## src/rtl/riscv_mc_controller.sv

```systemverilog
// Main FSM plus ALU and immediate decoders for a multicycle RV32I core sharing one ALU and one memory.
// Optional macro MC_BNE_EN: accept bne (funct3 001) through the branch state with an inverted Zero test.
module riscv_mc_controller (
    input  logic       clk,
    input  logic       reset,
    input  logic [6:0] op,
    input  logic [2:0] funct3,
    input  logic       funct7b5,
    input  logic       Zero,
    input  logic       mem_ready,
    output logic       PCWrite,
    output logic       AdrSrc,
    output logic       MemWrite,
    output logic       IRWrite,
    output logic [1:0] ResultSrc,
    output logic [1:0] ALUSrcA,
    output logic [1:0] ALUSrcB,
    output logic       RegWrite,
    output logic [2:0] ALUControl,
    output logic [1:0] ImmSrc,
    output logic       retire,
    output logic       illegal_instr
);

    localparam logic [6:0] OP_LOAD   = 7'b0000011;
    localparam logic [6:0] OP_STORE  = 7'b0100011;
    localparam logic [6:0] OP_RTYPE  = 7'b0110011;
    localparam logic [6:0] OP_ITYPE  = 7'b0010011;
    localparam logic [6:0] OP_BRANCH = 7'b1100011;
    localparam logic [6:0] OP_JAL    = 7'b1101111;

    typedef enum logic [3:0] {
        S_FETCH,
        S_DECODE,
        S_MEMADR,
        S_MEMREAD,
        S_MEMWB,
        S_MEMWRITE,
        S_EXECUTER,
        S_EXECUTEI,
        S_ALUWB,
        S_BEQ,
        S_JAL
    } state_t;

    state_t     state;
    state_t     state_next;
    logic [1:0] alu_op;
    logic       branch_ok;
    logic       branch_ne;
    logic       pc_write_raw;
    logic       mem_write_raw;
    logic       ir_write_raw;
    logic       reg_write_raw;
    logic       retire_raw;
    logic       illegal_raw;

    // Which branch flavours the decoder accepts; anything else on the branch opcode is illegal.
    always_comb begin
        branch_ok = (funct3 == 3'b000);
        branch_ne = 1'b0;
`ifdef MC_BNE_EN
        if (funct3 == 3'b001) begin
            branch_ok = 1'b1;
            branch_ne = 1'b1;
        end
`endif
    end

    // NOTE: every signal written in an always_comb gets a default first, so no path can infer a latch.
    always_comb begin
        state_next = S_FETCH;
        case (state)
            S_FETCH:    state_next = mem_ready ? S_DECODE : S_FETCH;
            S_DECODE: begin
                case (op)
                    OP_LOAD, OP_STORE: state_next = S_MEMADR;
                    OP_RTYPE:          state_next = S_EXECUTER;
                    OP_ITYPE:          state_next = S_EXECUTEI;
                    OP_BRANCH:         state_next = branch_ok ? S_BEQ : S_FETCH;
                    OP_JAL:            state_next = S_JAL;
                    default:           state_next = S_FETCH;
                endcase
            end
            S_MEMADR:   state_next = (op == OP_LOAD) ? S_MEMREAD : S_MEMWRITE;
            S_MEMREAD:  state_next = mem_ready ? S_MEMWB : S_MEMREAD;
            S_MEMWB:    state_next = S_FETCH;
            S_MEMWRITE: state_next = mem_ready ? S_FETCH : S_MEMWRITE;
            S_EXECUTER: state_next = S_ALUWB;
            S_EXECUTEI: state_next = S_ALUWB;
            S_ALUWB:    state_next = S_FETCH;
            S_BEQ:      state_next = S_FETCH;
            S_JAL:      state_next = S_ALUWB;
            default:    state_next = S_FETCH;
        endcase
    end

    // NOTE: sequential state is written with non-blocking assignments so every flop samples pre-edge values.
    always_ff @(posedge clk or negedge reset) begin
        if (!reset) begin
            state <= S_FETCH;
        end else begin
            state <= state_next;
        end
    end

    // Moore-style decode of the current state; only the memory handshake and Zero feed through.
    always_comb begin
        pc_write_raw  = 1'b0;
        mem_write_raw = 1'b0;
        ir_write_raw  = 1'b0;
        reg_write_raw = 1'b0;
        retire_raw    = 1'b0;
        illegal_raw   = 1'b0;
        AdrSrc        = 1'b0;
        ResultSrc     = 2'b00;
        ALUSrcA       = 2'b00;
        ALUSrcB       = 2'b00;
        alu_op        = 2'b00;
        case (state)
            S_FETCH: begin
                ALUSrcB      = 2'b10;
                ResultSrc    = 2'b10;
                ir_write_raw = mem_ready;
                pc_write_raw = mem_ready;
            end
            S_DECODE: begin
                ALUSrcA = 2'b01;
                ALUSrcB = 2'b01;
                case (op)
                    OP_LOAD, OP_STORE, OP_RTYPE, OP_ITYPE, OP_JAL: illegal_raw = 1'b0;
                    OP_BRANCH: illegal_raw = ~branch_ok;
                    default:   illegal_raw = 1'b1;
                endcase
            end
            S_MEMADR: begin
                ALUSrcA = 2'b10;
                ALUSrcB = 2'b01;
            end
            S_MEMREAD: AdrSrc = 1'b1;
            S_MEMWB: begin
                ResultSrc     = 2'b01;
                reg_write_raw = 1'b1;
                retire_raw    = 1'b1;
            end
            S_MEMWRITE: begin
                AdrSrc        = 1'b1;
                mem_write_raw = 1'b1;
                retire_raw    = mem_ready;
            end
            S_EXECUTER: begin
                ALUSrcA = 2'b10;
                alu_op  = 2'b10;
            end
            S_EXECUTEI: begin
                ALUSrcA = 2'b10;
                ALUSrcB = 2'b01;
                alu_op  = 2'b10;
            end
            S_ALUWB: begin
                reg_write_raw = 1'b1;
                retire_raw    = 1'b1;
            end
            S_BEQ: begin
                ALUSrcA      = 2'b10;
                alu_op       = 2'b01;
                pc_write_raw = branch_ne ? ~Zero : Zero;
                retire_raw   = 1'b1;
            end
            S_JAL: begin
                ALUSrcA      = 2'b01;
                ALUSrcB      = 2'b10;
                pc_write_raw = 1'b1;
            end
            default: ;
        endcase
    end

    // Enables are masked while reset is low; selects already show FETCH values because state is forced.
    assign PCWrite       = reset & pc_write_raw;
    assign MemWrite      = reset & mem_write_raw;
    assign IRWrite       = reset & ir_write_raw;
    assign RegWrite      = reset & reg_write_raw;
    assign retire        = reset & retire_raw;
    assign illegal_instr = reset & illegal_raw;

    always_comb begin
        ALUControl = 3'b000;
        case (alu_op)
            2'b00: ALUControl = 3'b000;
            2'b01: ALUControl = 3'b001;
            2'b10: begin
                case (funct3)
                    3'b000:  ALUControl = (op[5] & funct7b5) ? 3'b001 : 3'b000;
                    3'b010:  ALUControl = 3'b101;
                    3'b110:  ALUControl = 3'b011;
                    3'b111:  ALUControl = 3'b010;
                    default: ALUControl = 3'b000;
                endcase
            end
            default: ALUControl = 3'b000;
        endcase
    end

    always_comb begin
        case (op)
            OP_STORE:  ImmSrc = 2'b01;
            OP_BRANCH: ImmSrc = 2'b10;
            OP_JAL:    ImmSrc = 2'b11;
            default:   ImmSrc = 2'b00;
        endcase
    end

endmodule
```

## config.mk

```make
export PLATFORM = sky130hd
export DESIGN_NAME = riscv_mc_controller
export DESIGN_NICKNAME = d
export VERILOG_FILES = /design/src/rtl/riscv_mc_controller.sv
export SDC_FILE = /design/constraint.sdc
export NUM_CORES = 1
export LEC_CHECK = 0
export ABC_AREA = 1
export BUFFER_PORTS_ARGS = -buffer_cell sky130_fd_sc_hd__clkbuf_2
export CORE_MARGIN = 10
export CORE_UTILIZATION = 31
export DETAILED_ROUTE_END_ITERATION = 12
export HOLD_SLACK_MARGIN = 0.15
export PLACE_DENSITY_LB_ADDON = 0.2
export SLEW_MARGIN = 20
export SYNTH_ARGS = -nofsm -noshare
export SYNTH_HDL_FRONTEND = slang
export SYNTH_SLANG_ARGS = --single-unit
```

## constraint.sdc

```tcl
create_clock -name clk -period 1.2 [get_ports clk]
set_input_delay 0.12 -clock clk [delete_from_list [all_inputs] [get_ports clk]]
set_output_delay 0.12 -clock clk [all_outputs]
set_load 0.02 [all_outputs]
```

# [Word-level counts from Yosys, hierarchy flattened]
# Cells that the tools add are included.
[totals] reg_bits=4 latch_bits=0 ram_bits=0 rom_bits=0 inputBits=15 out_inout_bits=18 mem_count=0
[op_classes] addsub=0 mul=0 div_mod_pow=0 n_lt_le_gt_ge=0 n_eq_ne=21 shifts=0 muxes=23 bitwise=8 n_reduce_logical=13
[ops] operator="case mux 4 bit (6 select lines)" count=1
[ops] operator="case mux 4 bit (5 select lines)" count=1
[ops] operator="equality test 4 x 3 -> 1 bit (second input constant)" count=4
[ops] operator="case mux 2 bit (2 select lines)" count=4
[ops] operator="equality test 7 x 6 -> 1 bit (second input constant)" count=2
[ops] operator="equality test 7 bit (second input constant)" count=2
[ops] operator="equality test 4 bit (second input constant)" count=3
[ops] operator="case mux 3 bit (4 select lines)" count=1
[ops] operator="OR reduction 2 bit" count=6
[ops] operator="2-to-1 mux 3 bit" count=3
[ops] operator="OR reduction 3 bit" count=3
[ops] operator="equality test 4 x 2 -> 1 bit (second input constant)" count=2
[ops] operator="AND 1 bit" count=7
[ops] operator="equality test 7 x 2 -> 1 bit (second input constant)" count=1
[ops] operator="equality test 7 x 5 -> 1 bit (second input constant)" count=1
[ops] operator="2-to-1 mux 1 bit" count=7
[ops] operator="equality test 3 bit (second input constant)" count=2
[ops] operator="case mux 2 bit (3 select lines)" count=1
[ops] operator="case mux 3 bit (2 select lines)" count=1
[ops] operator="OR reduction 5 bit" count=1
[ops] operator="equality test 4 x 1 -> 1 bit (second input constant)" count=1
[ops] operator="zero test 4 bit" count=1
[ops] operator="2-to-1 mux 4 bit" count=1
[ops] operator="case mux 1 bit (2 select lines)" count=2
[ops] operator="other kinds (7)" count=7

# [Depth between registers and ports, before layout]
# Gate-level depths: netlist of the first run.
[depth] ltp_word=5 ltp_mapped=8 mapped_depth_nobuf=8

# [Least setup slack after synthesis of the first run]
# No wires, ideal clock.
[synth_timing] path_type="flip-flop to output port" from="register state[3]" to="output port ALUControl[2]" arrival_time_ns=1.749 required_time_ns=1.080 setup_slack_ns=-0.669 stages_incl_launch_ff=7 path_buffers=0 cell_sequence="dfrtp_1 > inv_1 > nand2_1 > nor2_1 > inv_1 > ha_1 > nor4_1"
[synth_between] elab_chain_cells=5 elab_cells_between_ends=8
[synth_lines] element="from (decl)" line_no="46" source="state_t state;"
[synth_lines] element="from (signal assigned)" line_no="103" source="state <= state_next;"
[synth_lines] element="equality test 4 x 3 -> 1 bit" line_no="120" source="case (state)"
[synth_lines] element="OR reduction 2 bit (no line)"
[synth_lines] element="case mux 2 bit (2 select lines) (*)" line_no="120"
[synth_lines] element="equality test 2 bit or equality test 2 x 1 -> 1 bit (tied branches)" line_no="189" source="case (alu_op)"
[synth_lines] element="case mux 3 bit (2 select lines) (*)" line_no="189"
[synth_lines] element="to (decl)" line_no="19" source="output logic [2:0] ALUControl,"
# Every way passes the cells marked *; elsewhere a longest branch is shown, timed or not.

# [Worst setup path in the final report of the first run]
# Ends and elaborated chain as after synthesis.

==> results of run 1 <==
logic make-up after synthesis:
family                     after synthesis  synth area share (%)
AOI/OAI and AO/OA                       12                  11.6
adders and majority gates                2                  4.28
buffers and inverters                   24                  16.7
DFF                                      4                  17.1
and+or+nand+nor                         67                  50.3
per-layer routing:
layer | track usage, % | vias up | routed length, um
li1 | - | 463 | -
met1 | 12.8 | 422 | 1120
met2 | 21.6 | 39 | 1540
met3 | 4.42 | 16 | 141
met4 | 6.28 | 0 | 126
met5 | 0 | - | 0
cell usage after synthesis (2+ instances only):
master / instances / share of area (%)
nand2_1: 28 / 18
inv_2: 2 / 1.3
a31oi_1: 2 / 2.1
dfrtp_1: 4 / 17
inv_1: 21 / 13
nand3_1: 11 / 9.4
a21oi_1: 2 / 1.7
nand4_1: 3 / 3.2
nor2_2: 2 / 2.1
ha_1: 2 / 4.3
nor2_1: 18 / 12
o21ai_0: 6 / 5.1
nand2_2: 2 / 2.1
through the flow:
step / hold WS, ps / setup slack (ps)
global placement: -50.8 / -344
finish: 254 / -502
detailed placement: -53.5 / -378
CTS: 233 / -476
floorplan: -176 / -254
global route: 272 / -558
path summary, 6_finish.rpt:
path                            endpoint      start  slack [ps]
max                        ALUControl[2]   state[3]        -500
max reg2reg                     state[0]   state[1]        -230
min                             state[2]  mem_ready         250
max in group asynchronous       state[2]      reset         730
min reg2reg                     state[3]   state[1]         820
min in group asynchronous       state[1]      reset         280
timing repair:
item                                   in CTS  in global routing
hold buffers                                1                  0
setup buffers                               8                  2
pin swaps                                  12                  7
endpoints found under the hold margin       4                  0
setup endpoints to repair                  19                 20
gates resized for setup                    40                 32
power by group through the flow:
| stage | logic, mW | registers [mW] | clock network, mW |
|---|---|---|---|
| after global placement | 0.264 | 0.148 | 0 |
| after CTS | 0.351 | 0.147 | 0.175 |
| after global routing | 0.426 | 0.148 | 0.188 |
| final | 0.401 | 0.148 | 0.183 |
| after detailed placement | 0.267 | 0.148 | 0 |
| after floorplan | 0.142 | 0.150 | 0 |
worst register-to-register path: cells and delay by family, from the launching register on:
family	cells	cell delay, ps
buffers and inverters	4	450
AND/OR/NAND/NOR	5	480
flip-flops	1	430
layout make-up:
class / count / area [sq um]
inverter: 23 / 91.3
timing repair buffer: 58 / 477
sequential: 4 / 101
multi-input combinational: 81 / 568
clock buffer: 3 / 22.5
tap: 25 / 31.3
fill: 147 / 473
==> summary.txt, run 1 <==
Status
  – Status: finished, violations left
  – Failing checks: negative setup slack

Die
  – Die width: around 63 um
  – Starting Density: 33.1%
  – Die height: roughly 63 um
  – Die area: 4020 sq um
  – # IOs: 33
  – Row count: 15
  – Core Box Area: ~1800 sq um

Timing
  – Crit path time final: ~1700 ps
  – Final worst slack: -502 ps
  – Clock Skew: roughly 6.4 ps
  – Fin. max-slew vios: 0
  – Final period utilization: 142%
  – Slew @ Worst Pin: around 410 ps
  – Setup TNS: -7070 ps
  – Final setup vio count: 20
  – Max-slew headroom: between 70% and 80%
  – FMAX: around 590 MHz
  – Final hold vios: 0
  – RSZ-0062 raised after global routing: yes

Yosys
  – Sequential share of the synthesized area: around 17%
  – Synth Cell Area: 584 sq um
  – Syn Inst Count: about 110
  – Unique cell type count in the Yosys netlist: 19
  – Syn_area_per_cell: 5.36 sq um
  – EDFF count, synth: 0
  – Dominant synthesized flop cell: dfrtp_1
  – Mapped Nets: about 130
  – Yosys warning count: 0
  – Synth Register Bits: 4
  – Async SR Flop Fraction: 100%

Global routing
  – All-layer global routing usage: 12.4%
  – Vias in the first global route: between 900 and 1k
  – Remaining Overflow, GRT: 0
  – First-pass GRT wire length: 4200 um
  – Largest net degree at the start of global routing: 6
  – Initial antenna violation count: 0

Finish
  – Non-Filler Instances: 194
  – Design Area, Final: between 1000 and 1500 sq um
  – Max reg flops: 4
  – Largest regs: state x4
  – Layout cells sized above 1: 58.0%
  – Final nets: roughly 190
  – Area grow syn2layout: 121%
  – Largest register by flop count: state
  – Commonest non-fill, non-tap cells in the layout: nand2_1 (23), buf_4 (21), clkbuf_2 (18)
  – Final design utilization: ~73%
  – Ant diodes: 0
  – Most common cell after layout, fill and taps aside: nand2_1

Detailed routing
  – WL final: slightly below 3000 um
  – Iter 0 DRT Violations: 21
  – Final ANT Viol Nets: 0
  – Total number of vias: 940
  – Drt first pass iters: 4
  – DR WL/cell: approximately 15 um
  – Mean number of vias per cell: slightly below 5
  – Post-route DRC: 0

Placed design
  – DP HPWL: ~1700 um
  – Placed Cells: roughly 180
  – Post-DP Area: between 900 and 1000 sq um
  – GP Congestion: roughly 0.92
  – Buffers added on ports: 32

Power
  – PwrDens: 567 nW/um^2
  – Clock power frac: between 20% and 30%
  – Sequential power share: approximately 20%
  – LEAKAGE: 0.688 nW
  – Sw Share: about two fifths
  – Overall Power: 732 uW
  – Combinational power share: roughly 55%
  – Peak supply drop: approximately 0.37 mV
  – Switching pwr: just under 300 uW
  – P_int: ~440 uW

Critical path
  – Crit. End Element: output port
  – Most frequent CP cell: inv_2
  – Worst endpoint data arrival time: between 1500 and 2000 ps
  – Worst Path Required: between 1000 and 1500 ps
  – Critical Path Stages: 7
  – Worst Setup Start Kind: flip-flop
  – Critical path type: reg -> out
  – Slowest CP cell: dfrtp_1
  – Crit-path max cell delay: 390 ps
  – R2R cell count: 9
  – CP max FO: 3
  – Buffers & Inverters on Critical Path: 3
  – Crit-path cells: inv_2, nand2_4, nor2_4, inv_2, ha_4, nor4_4, clkbuf_8
  – Top cell family by delay on the critical path: flip-flops

Clock network
  – Worst-path clk slew: 40 ps
  – TritonCTS clock tree: yes
  – Cts bufs inserted: 3
  – CTS H-tree depth: 1
  – Clock buffer depth: 2
  – Clk_lat worst skew: ~250 ps
  – Clock root cell: clkbuf_4
  – Clock sink count: 4

Hold path
  – Hold Path Depth: 3
  – Hold Crit Class: in -> reg

Run
  – Max cap viols: 0
Power figures use the tool's default switching activity.
==> inputs of run 2 (changes only) <==
==> constraint.sdc (replaced) <==
create_clock -name clk -period 1.7 [get_ports clk]
set_input_delay 0.17 -clock clk [delete_from_list [all_inputs] [get_ports clk]]
set_output_delay 0.17 -clock clk [all_outputs]
set_load 0.02 [all_outputs]
==> run 2 against run 1 <==
  * First-iteration DRC count grew 14%
  * Utilization shrank 17 points
  * The flow still finishes with violations (negative setup slack)
  * Largest power group unchanged
  * Worst setup slack gained 460 ps
==> summary.txt, run 2 (same netlist as run 1, synthesis figures left out) <==
Die
  – Die area: about 4000 sq um
  – Die width: about 63 um
  – Starting Density: between 30% and 40%
  – # IOs: 33
  – Die height: between 60 and 70 um
  – Core Box Area: approximately 1800 sq um
  – Row count: 15

Finish
  – Area grow syn2layout: 70.0%
  – Commonest non-fill, non-tap cells in the layout: clkbuf_2 (27), nand2_1 (26), inv_1 (16), buf_4 (16), nor2_1 (13)
  – Final nets: roughly 180
  – Design Area, Final: roughly 990 sq um
  – Most common cell after layout, fill and taps aside: clkbuf_2
  – Ant diodes: 0
  – Layout cells sized above 1: a little under half
  – Non-Filler Instances: 181
  – Max reg flops: 4
  – Largest register by flop count: state
  – Largest regs: state x4
  – Filler Cells Inserted: 181

Critical path
  – CP max FO: 3
  – Worst Setup Start Kind: flip-flop
  – Critical path type: reg -> out
  – R2r startpoint: state[3]
  – Crit path launch: state[2]
  – Worst endpoint data arrival time: approximately 1600 ps
  – Worst Path Required: between 1500 and 2000 ps
  – Crit. End Element: output port

Placed design
  – Buffers added on ports: 32
  – GP Congestion: about 0.90
  – Post-DP Area: about 840 sq um
  – Placed Cells: ~170
  – DP HPWL: approximately 1600 um

Timing
  – FMAX: roughly 570 MHz
  – Crit path time final: roughly 1700 ps
  – Hold Worst Slack: 293 ps
  – Clock Skew: 0.817 ps
  – RSZ-0062 raised after global routing: yes
  – Final hold vios: 0
  – Slew @ Worst Pin: 227 ps
  – Fin. max-slew vios: 0
  – Max-slew headroom: a little over four fifths
  – Final worst slack: -46.0 ps
  – Final period utilization: 103%
  – Setup TNS: -46.0 ps
  – Final setup vio count: 1

Global routing
  – All-layer global routing usage: 9.46%
  – Initial antenna violation count: 0
  – First-pass GRT wire length: approximately 3300 um
  – Vias in the first global route: between 800 and 900
  – Largest net degree at the start of global routing: 8
  – Remaining Overflow, GRT: 0

Power
  – LEAKAGE: 0.572 nW
  – Peak supply drop: ~0.28 mV
  – PwrDens: around 400 nW/um^2
  – Overall Power: ~400 uW

Detailed routing
  – Drt first pass iters: 4
  – DR WL/cell: approximately 11 um
  – Mean number of vias per cell: 4.65
  – Iter 0 DRT Violations: 24
  – Post-route DRC: 0
  – Total number of vias: ~840
  – WL final: ~2000 um
  – Final ANT Viol Nets: 0

Run
  – Max cap viols: 0

Clock network
  – Cts bufs inserted: 3
  – Worst-path clk slew: about 30 ps
  – Clock sink count: 4
  – CTS H-tree depth: 1
  – TritonCTS clock tree: yes
  – Clock buffer depth: 2
  – Clock root cell: clkbuf_4
  – Clk_lat worst skew: roughly 220 ps

Status
  – Status: finished, violations left
  – Failing checks: negative setup slack

Hold path
  – Hold Crit Class: in -> async
[run 2: final timing paths]
kind                                      end  cells after the start  slack (ps)
worst min register to register       state[1]                      2         660
worst max register to register       state[0]                      9         350
max in group asynchronous            state[1]                      2        1260
worst max-delay path            ALUControl[2]                      6         -50
worst min-delay path                 state[0]                      2         290
min in group clk                     state[2]                      3         320
[run 2: final cells by class]
cell class              instances  area [sq um]  share of cell area (%)
multi-input cells              81           474                    47.7
repair buffers                 45           277                    27.8
flip-flops and latches          4           103                    10.3
clock buffers                   3          22.5                    2.27
inverters                      23          86.3                    8.69
well taps                      25          31.3                    3.15
[run 2: per-stage QoR]
step	utilization, %	setup slack [ps]
6_report	56.3	-46.0
3_3_place_gp	47.6	21.6
3_5_place_dp	47.6	-24.8
5_1_grt	56.3	-104
2_1_floorplan	-	75.5
4_1_cts	54.2	-75.3
[run 2: worst max-delay path, stage by stage, from the launching register on]
cell and delay (ps):
dfrtp_2 440, nor2_2 130, nand2_2 80, inv_2 80, ha_4 210, nor4_4 240, buf_4 180
[run 2: repair_timing]
item,CTS,global route
hold endpoints to repair,4,0
resized for setup,18,16
setup endpoints to repair,5,11
hold buffers,1,0
pin swaps,4,5
buffers inserted,3,1
[run 2: layer usage]
layer	GRT usage [%]	up-vias	wire, um
met5	0	-	0
met4	5.19	0	14
met3	3.53	2	184
met2	15.3	37	987
met1	10.4	361	807
li1	-	441	-
[run 2: power breakdown]
part / switching, mW / total, mW / internal (mW)
combinational: 0.113 / 0.183 / 0.0695
sequential: 0.00391 / 0.104 / 0.0999
clock: 0.0313 / 0.110 / 0.0784
total: 0.149 / 0.397 / 0.248
==> inputs of run 3 (changes only) <==
--- a/config.mk
+++ b/config.mk
@@ -6,12 +6,14 @@
 export NUM_CORES = 1
 export LEC_CHECK = 0
 export ABC_AREA = 1
-export BUFFER_PORTS_ARGS = -buffer_cell sky130_fd_sc_hd__clkbuf_2
+export CORE_ASPECT_RATIO = 0.7
 export CORE_MARGIN = 10
 export CORE_UTILIZATION = 31
 export DETAILED_ROUTE_END_ITERATION = 12
+export DONT_BUFFER_PORTS = 1
 export HOLD_SLACK_MARGIN = 0.15
 export PLACE_DENSITY_LB_ADDON = 0.2
+export SKIP_LAST_GASP = 1
 export SLEW_MARGIN = 20
 export SYNTH_ARGS = -nofsm -noshare
 export SYNTH_HDL_FRONTEND = slang
==> run 3 against run 2 <==
  * Clock-buffer cell count is the same
  * Design area shrank 5.7%
  * The flow still finishes with violations (negative setup slack)
  * Die area increased by 0.69%
  * Clock skew hardly changed
  * Via count shrank 7.0%
  * Sequential share of layout area grew 0.62 points
  * Worst setup slack lost 24 ps
  * First-iteration DRC count up 110%
  * Critical path depth increased by 1
  * Critical endpoint unchanged
==> summary.txt, run 3 (same netlist as run 1, synthesis figures left out) <==
Timing
  – Final setup vio count: 2
  – Max-slew headroom: 83.1%
  – Final hold vios: 0
  – Crit path time final: between 1500 and 2000 ps
  – Setup TNS: -84.6 ps
  – RSZ-0062 raised after global routing: yes
  – Slew @ Worst Pin: 251 ps
  – Final period utilization: 104%
  – FMAX: around 560 MHz
  – Final worst slack: -70.3 ps
  – Clock Skew: ~0.58 ps
  – Fin. max-slew vios: 0

Critical path
  – Worst endpoint data arrival time: ~1600 ps
  – Crit. End Element: output port
  – Most frequent CP cell: inv_2
  – Buffers & Inverters on Critical Path: 3
  – Worst Setup Start Kind: flip-flop
  – Worst Path Required: 1530 ps
  – Top cell family by delay on the critical path: simple AND/OR/NAND/NOR gates
  – Crit-path cells: inv_2, nand2_4, nor2_4, inv_2, ha_4, nor4_4, buf_4
  – Crit-path max cell delay: around 380 ps
  – Critical path type: reg -> out
  – CP max FO: 2
  – Slowest CP cell: dfrtp_1

Clock network
  – Cts bufs inserted: 3
  – Clock root cell: clkbuf_4
  – CTS H-tree depth: 1
  – TritonCTS clock tree: yes
  – Clock sink count: 4
  – Worst-path clk slew: roughly 30 ps
  – Clk_lat worst skew: around 230 ps
  – Clock buffer depth: 2

Finish
  – Layout cells sized above 1: 39.7%
  – Final nets: between 150 and 200
  – Most common cell after layout, fill and taps aside: buf_4
  – Largest regs: state x4
  – Max reg flops: 4
  – Non-Filler Instances: between 150 and 200
  – Commonest non-fill, non-tap cells in the layout: buf_4 (29), nand2_1 (27), inv_1 (16)
  – Ant diodes: 0
  – Largest register by flop count: state
  – Area grow syn2layout: 60.4%

Global routing
  – Largest net degree at the start of global routing: 8
  – Vias in the first global route: 778
  – First-pass GRT wire length: 3380 um
  – Remaining Overflow, GRT: 0
  – Initial antenna violation count: 0
  – All-layer global routing usage: 10.0%

Die
  – Core Box Area: roughly 1800 sq um
  – Row count: 13
  – Die width: about 72 um
  – Die height: 56.3 um
  – Starting Density: ~32%
  – # IOs: 33
  – Die area: approximately 4000 sq um

Placed design
  – Placed Cells: approximately 150
  – GP Congestion: 0.769
  – Worst slack, placed: around 38 ps
  – DP HPWL: around 1600 um
  – Buffers added on ports: 0

Detailed routing
  – Final ANT Viol Nets: 0
  – DR WL/cell: roughly 13 um
  – Mean number of vias per cell: ~4.8
  – Total number of vias: 782
  – Iter 0 DRT Violations: 51
  – WL final: between 2000 and 2500 um
  – Drt first pass iters: 4
  – Post-route DRC: 0

Hold path
  – Hold Crit Class: in -> reg

Power
  – PwrDens: about 390 nW/um^2
  – LEAKAGE: 0.516 nW
  – Peak supply drop: roughly 0.19 mV

Status
  – Status: finished, violations left
  – Failing checks: negative setup slack

Run
  – Max cap viols: 0
==> run 3: final timing paths <==
kind                            from            end  slack, ps  cells after the start
setup / recovery            state[3]  ALUControl[2]        -70                      7
hold / removal             mem_ready       state[2]        160                      2
setup reg to reg            state[3]       state[0]        390                      9
hold reg to reg             state[1]       state[3]        720                      3
max in group asynchronous      reset       state[2]       1300                      1
min in group asynchronous      reset       state[0]        210                      1
==> run 3: repair_timing <==
action / 4_1_cts / 5_1_grt
setup buffers: 8 / 5
setup endpoints to repair: 5 / 11
hold buffers: 1 / 0
hold endpoints to repair: 4 / 0
pin swaps: 5 / 6
resized for setup: 12 / 10
==> run 3: power by group <==
part	total (mW)	switching, mW	internal [mW]	leakage [nW]
combinational	0.152	0.100	0.0518	0.451
clock	0.112	0.0332	0.0786	0.0138
sequential	0.104	0.00394	0.0999	0.0510
total	0.367	0.137	0.230	0.516
==> run 3: final cells by class <==
type	instances	area (sq um)
clock buffer	3	22.5
fill	185	885
inverter	23	86.3
multi-input combinational	81	470
sequential	4	103
tap	22	27.5
timing repair buffer	30	228
==> run 3: worst register-to-register path, cell delays in order (launching register included) <==
cell,delay (ps)
dfrtp_1,380
buf_4,150
nor2_4,130
inv_2,70
nor2_4,150
buf_4,150
nand3_1,80
nand2_1,70
inv_1,30
nand2_1,40
==> run 3: metal layers <==
layer / part of all wire (%) / wire length, um / GRT usage (%) / up-vias
met5: 0 / 0 / 0 / -
met4: 0 / 0 / 5.23 / 0
met3: 11 / 248 / 3.51 / 0
met2: 45 / 986 / 15.6 / 34
met1: 43 / 946 / 11.8 / 340
li1: - / - / - / 408
==> run 3: stage by stage <==
step	total power, mW	cell area (sq um)	hold slack (ps)	utilization (%)
final	0.367	937	157	51.4
after global routing	0.398	937	152	51.4
after CTS	0.365	876	154	48.1
after detailed placement	0.233	743	-125	40.8
after global placement	0.233	743	-125	40.8
after floorplan	0.197	599	-126	-
